===== src/rtl/ccsds123_out_fifo.sv =====
// Elastic AXI-Stream output stage for the CCSDS-123 encoder: absorbs an unstallable
// word stream into a FIFO, re-emits it with tready backpressure and reports frame sizes.
module ccsds123_out_fifo #(
    parameter int BUS_WIDTH = 64,
    parameter int DEPTH     = 16,
    parameter int ADDR_W    = 4,
    parameter int CNT_W     = 32
) (
    input  logic                 clk,
    input  logic                 rst,
    input  logic [BUS_WIDTH-1:0] in_tdata,
    input  logic                 in_tvalid,
    input  logic                 in_tlast,
    output logic [BUS_WIDTH-1:0] out_tdata,
    output logic                 out_tvalid,
    input  logic                 out_tready,
    output logic                 out_tlast,
    output logic [ADDR_W:0]      level,
    output logic                 overflow,
    output logic [CNT_W-1:0]     frame_words,
    output logic                 frame_done
);

    logic [BUS_WIDTH:0]   r_mem [DEPTH];
    logic [ADDR_W:0]      r_wr_ptr;
    logic [ADDR_W:0]      r_rd_ptr;
    logic [BUS_WIDTH-1:0] r_data_p0;
    logic                 r_vld_p0;
    logic                 r_last_p0;
    logic                 r_ovf;
    logic [CNT_W-1:0]     r_cnt;
    logic [CNT_W-1:0]     r_frame_words;
    logic                 r_done;

    logic                 w_full;
    logic                 w_rd;
    logic                 w_wr;
    logic                 w_drop;
    logic [ADDR_W:0]      w_rd_nxt;
    logic [ADDR_W:0]      w_avail;
    logic [ADDR_W-1:0]    w_last_idx;
    logic [BUS_WIDTH:0]   w_head;

    assign w_full     = (r_wr_ptr[ADDR_W] != r_rd_ptr[ADDR_W]) &&
                        (r_wr_ptr[ADDR_W-1:0] == r_rd_ptr[ADDR_W-1:0]);
    assign w_rd       = r_vld_p0 & out_tready;
    assign w_wr       = in_tvalid & (~w_full | w_rd);
    assign w_drop     = in_tvalid & w_full & ~w_rd;
    assign w_rd_nxt   = r_rd_ptr + (ADDR_W+1)'(w_rd);
    // Only words already stored before this edge may load the output register,
    // which gives the one-cycle write-to-valid latency with no bypass path.
    assign w_avail    = r_wr_ptr - w_rd_nxt;
    assign w_last_idx = r_wr_ptr[ADDR_W-1:0] - ADDR_W'(1);
    assign w_head     = r_mem[w_rd_nxt[ADDR_W-1:0]];

    // A dropped tlast word marks the newest stored word as last so the frame still closes.
    always_ff @(posedge clk) begin
        if (!rst) begin
            if (w_wr) begin
                r_mem[r_wr_ptr[ADDR_W-1:0]] <= {in_tlast, in_tdata};
            end else if (w_drop && in_tlast) begin
                r_mem[w_last_idx][BUS_WIDTH] <= 1'b1;
            end
        end
    end

    // Output register stage p0: head word, reloaded every cycle so stalls hold it steady
    always_ff @(posedge clk) begin
        r_data_p0 <= w_head[BUS_WIDTH-1:0];
    end

    always_ff @(posedge clk) begin
        if (rst) begin
            r_wr_ptr      <= '0;
            r_rd_ptr      <= '0;
            r_vld_p0      <= 1'b0;
            r_last_p0     <= 1'b0;
            r_ovf         <= 1'b0;
            r_cnt         <= '0;
            r_frame_words <= '0;
            r_done        <= 1'b0;
        end else begin
            if (w_wr) begin
                r_wr_ptr <= r_wr_ptr + (ADDR_W+1)'(1);
            end
            r_rd_ptr  <= w_rd_nxt;
            r_vld_p0  <= (w_avail != '0);
            r_last_p0 <= (w_avail != '0) & w_head[BUS_WIDTH];
            if (w_drop) begin
                r_ovf <= 1'b1;
            end
            r_done <= w_rd & r_last_p0;
            if (w_rd) begin
                if (r_last_p0) begin
                    r_frame_words <= r_cnt + CNT_W'(1);
                    r_cnt         <= '0;
                end else begin
                    r_cnt <= r_cnt + CNT_W'(1);
                end
            end
        end
    end

    assign out_tdata   = r_data_p0;
    assign out_tvalid  = r_vld_p0;
    assign out_tlast   = r_last_p0;
    assign level       = r_wr_ptr - r_rd_ptr;
    assign overflow    = r_ovf;
    assign frame_words = r_frame_words;
    assign frame_done  = r_done;

endmodule


===== config.mk =====
export PLATFORM = sky130hd
export DESIGN_NAME = ccsds123_out_fifo
export DESIGN_NICKNAME = d
export VERILOG_FILES = /design/src/rtl/ccsds123_out_fifo.sv
export SDC_FILE = /design/constraint.sdc
export NUM_CORES = 1
export LEC_CHECK = 0
export ABC_AREA = 1
export CAP_MARGIN = 20
export CORE_MARGIN = 5
export CORE_UTILIZATION = 30
export DETAILED_ROUTE_END_ITERATION = 12
export PLACE_DENSITY = 0.52
export SYNTH_ARGS = -nofsm -noshare
export SYNTH_HDL_FRONTEND = slang
export SYNTH_SLANG_ARGS = --single-unit

===== constraint.sdc =====
create_clock -name clk -period 9.22 [get_ports clk]
set_input_delay 1.844 -clock clk [delete_from_list [all_inputs] [get_ports clk]]
set_output_delay 1.844 -clock clk [all_outputs]
set_load 0.02 [all_outputs]

* Word-level counts from Yosys, hierarchy flattened
Memory sizes are Yosys's and may differ from the RTL's.
Cells that the tools add are included.
** Word-level totals
- Register bits after elaboration :: 142
- Memory bits (writable) :: 1040
- Input bits :: 69
- Output and inout port bits :: 105
- Word-level logic and storage cells :: 43
- Memories kept :: 1
** Cells by class
- Add/subtract/negate cells :: 6
- Equal/unequal tests :: 2
- Mux-type cells :: 11
- Bitwise logic cells :: 9
- Reductions and logical operators :: 5
** Memory list
- r_mem :: words 16, bits a word 65, read ports 1, clocked after memory_dff 0, write ports 1, RTL line 24 : logic [BUS_WIDTH:0] r_mem [DEPTH];
** Operators by type and width (number)
- 65-bit 2-to-1 mux :: 1
- 65-bit OR reduction :: 1
- 32-bit by 1-bit adder with 32-bit output (second input constant) :: 1
- 32-bit 2-to-1 mux :: 1
- 5-bit subtractor :: 2
- 1-bit 2-to-1 mux :: 7
- 1-bit AND :: 6
- 5-bit by 1-bit adder with 5-bit output :: 1
- 5-bit by 1-bit adder with 5-bit output (second input constant) :: 1
- 5-bit nonzero test :: 1
- 4-bit equality test :: 1
- 4-bit 2-to-1 mux :: 1
- 4-bit by 1-bit subtractor with 4-bit output (second input constant) :: 1
- 1-bit logical AND :: 2
- 2-bit 2-to-1 mux :: 1
- 1-bit inverter :: 2
- 2-bit AND reduction :: 1
- 1-bit inequality test :: 1
- 1-bit OR :: 1

* Logic depth before layout (Yosys ltp)
- Word-level depth :: 11
- Gate-level depth with buffers :: 17

* Least setup slack after synthesis
Ideal clock, no wire load.
- Kind :: input port to flip-flop
- From :: input port rst
- To :: memory r_mem[12][0] (netlist bit) (enable)
- Arrival time :: 5.418 ns
- Path slack :: 3.316 ns
- Stages :: 8
- Buffers on the path :: 1
- Cells stage by stage :: clkbuf_1 > nor2_4 > nand3_4 > nand2_1 > nand2_2 > nor2_2 > nand2_1 > nor2_1
** Between the ends
- Word-level cells in the longest chain between the ends :: 4
- Elaborated cells between the ends (all ways) :: 7
** RTL lines
- start, declared :: RTL line 10 : input logic rst,
- 1-bit 2-to-1 mux :: RTL line 58 : if (!rst) begin
- 1-bit 2-to-1 mux (not written as such) :: RTL line 62 : r_mem[w_last_idx][BUS_WIDTH] <= 1'b1;
- 65-bit OR reduction (no source line)
- 4-bit 2-to-1 mux (no source line) or 2-bit 2-to-1 mux (tied branches)
- end, declared :: RTL line 24
Parallel ways exist; a longest one is shown, timed or not.

* Worst setup path after layout
- From :: input port out_tready
- To :: register r_data_p0[60] (netlist: out_tdata[60])
** Between the ends
- Word-level cells in the longest chain between the ends :: 3
** RTL lines
- start, declared :: RTL line 16 : input logic out_tready,
- 1-bit AND :: RTL line 46 : assign w_rd = r_vld_p0 & out_tready;
- 5-bit by 1-bit adder with 5-bit output :: RTL line 49 : assign w_rd_nxt = r_rd_ptr + (ADDR_W+1)'(w_rd);
- named net w_rd_nxt[0] :: RTL line 39 : logic [ADDR_W:0] w_rd_nxt;
- memory 16 x 65 bit
- named net w_head[60] :: RTL line 42 : logic [BUS_WIDTH:0] w_head;
- end signal, assigned :: RTL line 69 : r_data_p0 <= w_head[BUS_WIDTH-1:0];
- end, declared :: RTL line 27 : logic [BUS_WIDTH-1:0] r_data_p0;
The timed path passes the listed nets, and every way through them passes these cells.
A chain may end at the register's enable or synchronous reset.

==> impl_summary.txt <==
----------------------------------------------------
[Timing]
  Setup TNS ... 0 ns
  Final count of pins violating max slew ... 0
  Total of endpoints with negative setup slack in the final report ... 0
  Final Hold Vio Count ... 0
  Setup repair after global routing missed its margin ... false
  Maximum operating frequency ... 0.1969 GHz
  Worst max-slew margin expressed relative to the limit ... 29.33%
  Period Utilization, post-route ... 55.08%
  Final worst slack ... 4.142 ns
  Actual transition at the worst max-transition pin ... 1.060 ns
  Worst-case clock skew ... 0.02473 ns
  Period minus WS final ... 5.078 ns

[Yosys]
  Area share of the largest cell type after synthesis ... 67.48%
  Register bit total from synthesis ... 1182
  Number of nets in the synthesized netlist ... 3753
  Post-synthesis instance area ... 46280 um^2
  Fraction of the yosys area taken by sequential cells ... 73.62%
  Number of instances in the synthesized netlist ... 3672
  Library cell with the largest summed area after synthesis ... sky130_fd_sc_hd__edfxtp_1
  Number of warnings printed during yosys synthesis ... 0
  EDFF count, synth ... 1040
  Ranking of synthesized cells by instance count ... sky130_fd_sc_hd__edfxtp_1 (1040), sky130_fd_sc_hd__nor2_1 (661), sky130_fd_sc_hd__o21ai_0 (539), sky130_fd_sc_hd__nand2_1 (283), sky130_fd_sc_hd__o221ai_1 (172)
  Most common cell in the synthesized netlist ... sky130_fd_sc_hd__edfxtp_1
  Syn_area_per_cell ... 12.60 um^2
  FFs w/ async S/R, synth ... 0%
  Number of unique standard cell types used by synthesis ... 36
  Most used flip-flop cell after synthesis ... sky130_fd_sc_hd__edfxtp_1
  Synth area leaders ... sky130_fd_sc_hd__edfxtp_1 (67%), sky130_fd_sc_hd__dfxtp_1 (6.1%), sky130_fd_sc_hd__o21ai_0 (5.8%)

[Die]
  Top-level I/O count ... 174
  Die width ... 402.8 um
  Effective utilization at floorplan ... 30.11%
  Area of the placeable core ... 153700 um^2
  Die area ... 162200 um^2
  Standard-cell row count ... 144
  Die span in y ... 402.8 um

[Route]
  Number of vias per cell ... 4.999
  DRT antenna net count ... 0
  Detailed router's first-iteration violation count ... 2390
  Drt pass-1 iters ... 5
  Total via count in the routed design ... 29690
  DR WL/cell ... 21.93 um
  Wire length reported by the detailed router ... 130200 um
  DRC violations left ... 0

[Critical path]
  Combined buffer and inverter count along the critical path ... 5
  Maximum fanout along the worst path ... 90
  CP max stage delay ... 0.85 ns
  Worst EP required ... 9.88 ns
  Setup Crit Path Kind ... input pin to flop
  Arr. time, crit path ... 5.74 ns
  Most Frequent Cell on Critical Path ... sky130_fd_sc_hd__buf_4
  Critical Path, Cell by Cell ... clkdlybuf4s50_1, nand2_1, buf_4, inv_2, ha_4, buf_4, buf_4, o21ai_0, o221ai_1, nand3_1, nand2_1
  Category of the worst setup path capture point ... flop
  Cell with the largest stage delay on the worst path ... sky130_fd_sc_hd__buf_4
  Critical Path Start Type ... input pin
  Cell family with most CP delay ... buffers and inverters

[Clocking]
  Root cell of the clock tree ... sky130_fd_sc_hd__clkbuf_16
  Clock insertion delay at the later pin of the skew report ... 0.76 ns
  CTS max path bufs ... 3
  Clock sink total ... 1182
  Post-cts repair resize count ... 0
  Setup Fix Bufs, Post-CTS ... 0
  Clock slew at the register clock pins of the worst setup and hold paths ... 0.06 ns
  Clock tree from TritonCTS ... yes
  Number of H-tree levels ... 4
  TritonCTS buffer count ... 130
  Number of hold buffers added after CTS ... 0

[Place]
  Number of buffers inserted by port buffering ... 173
  Global placement routability congestion ... 0.8036
  Final HPWL DP ... 65140 um
  Pre-CTS setup slack ... 3.407 ns
  DP Area ... 50200 um^2

[Power]
  Worst IR Drop VDD ... 0.1808 mV
  Power Dens Cells ... 245.6 nW/um^2
  Design Power ... 0.01341 W
  Leakage ... 17.71 nW

[Final layout]
  Post-layout instance area ... 54600 um^2
  Finished Core Util ... 35.53%
  P&R area growth vs syn ... 17.98%
  Fill count ... 14850
  Post-layout net count ... 3869
  Ratio of cells with drive above 1 in the final layout ... 7.833%

[Run]
  Max Cap Viol ... 0

[Global route]
  Number of global-route vias before repair ... 28650
  Global-route wire length before repair ... 193000 um
  GRT overflow ... 0
  Global Route Usage Sum ... 15.66%
  Initial antenna violation count ... 4
  Largest net degree at the start of global routing ... 231

[Outcome]
  Run status ... completed

[Min path]
  Worst min path class ... flop to flop

----------------------------------------------------
[where the power goes]
part	internal [W]	switching (W)
clock network	0.00307	0.00216
logic	0.000673	0.00140
registers	0.00598	0.000118
total	0.00973	0.00368
[tightest hold or removal path, delay by kind of cell (launching register included)]
kind             cells  cell delay (ns)
AO/OA/AOI/OAI        1             0.06
flip-flops           1             0.31
AND/OR/NAND/NOR      1             0.06
[cell families (layout without fill, tap and decap cells)]
kind of cell	after synthesis	in the layout	share of synthesized area (%)
buffers and inverters	389	611	3.482
adder cells (fa/ha/maj)	12	12	0.3406
AND/OR/NAND/NOR	1113	1113	9.743
flip-flops	1182	1182	73.62
other	0	1	0
XOR/XNOR	16	16	0.3028
AO/OA/AOI/OAI	960	960	12.51
[worst paths after layout]
path,start,endpoint,slack [ns],depth (start not counted)
worst max-delay path,out_tready,out_tdata[60],4.14,11
worst min-delay path,r_cnt[18],r_cnt[18],0.47,2
worst max register to register,r_wr_ptr[0],r_mem[3][17],4.92,8
worst min register to register,r_cnt[18],r_cnt[18],0.47,2
[per-stage QoR]
step                      cells  hold WS (ns)
after floorplan            3672        0.4453
after global placement     5697        0.4545
after detailed placement   5697        0.4605
after CTS                  5935        0.4697
after global routing       5938        0.5051
final                      5939        0.4738
[layout by cell type (no fill, tap or decap), drive strengths merged, types with 58 or more instances in the layout]
cell / synthesis / final
o211ai: 84 / 84
dfxtp: 142 / 142
a21oi: 58 / 58
clkbuf: 154 / 190
o22ai: 86 / 86
inv: 142 / 150
o221ai: 172 / 172
clkdlybuf4s50: 0 / 173
nand2: 300 / 300
nor2: 675 / 675
o21ai: 551 / 551
edfxtp: 1040 / 1040
nand3: 119 / 119
[state kept, by name (all words and copies together), names as in the netlist]
register,cells
r_mem,1040
out_tdata,64
frame_words,32
r_cnt,32
r_rd_ptr,5
r_wr_ptr,5
frame_done,1
out_tlast,1
out_tvalid,1
overflow,1
[routing by layer]
| metal | global-route usage, % | share of wire, % | vias to the layer above |
|---|---|---|---|
| met3 | 2.762 | 5.0 | 171 |
| met2 | 25.22 | 47 | 768 |
| met1 | 22.13 | 46 | 15020 |
| li1 | - | - | 13730 |
| met5 | 0 | 0.010 | - |
| met4 | 3.617 | 1.8 | 2 |
[cell type report]
class / count / area, um^2 / area share (%)
repair buffers: 229 / 2266 / 4.150
inverters: 144 / 569.3 / 1.043
well taps: 2044 / 2557 / 4.684
clock inverters: 49 / 651.9 / 1.194
diodes: 1 / 2.502 / 0.004583
flip-flops and latches: 1182 / 34070 / 62.40
clock buffers: 189 / 3699 / 6.773
multi-input cells: 2101 / 10790 / 19.75
Power figures use the tool's default switching activity.
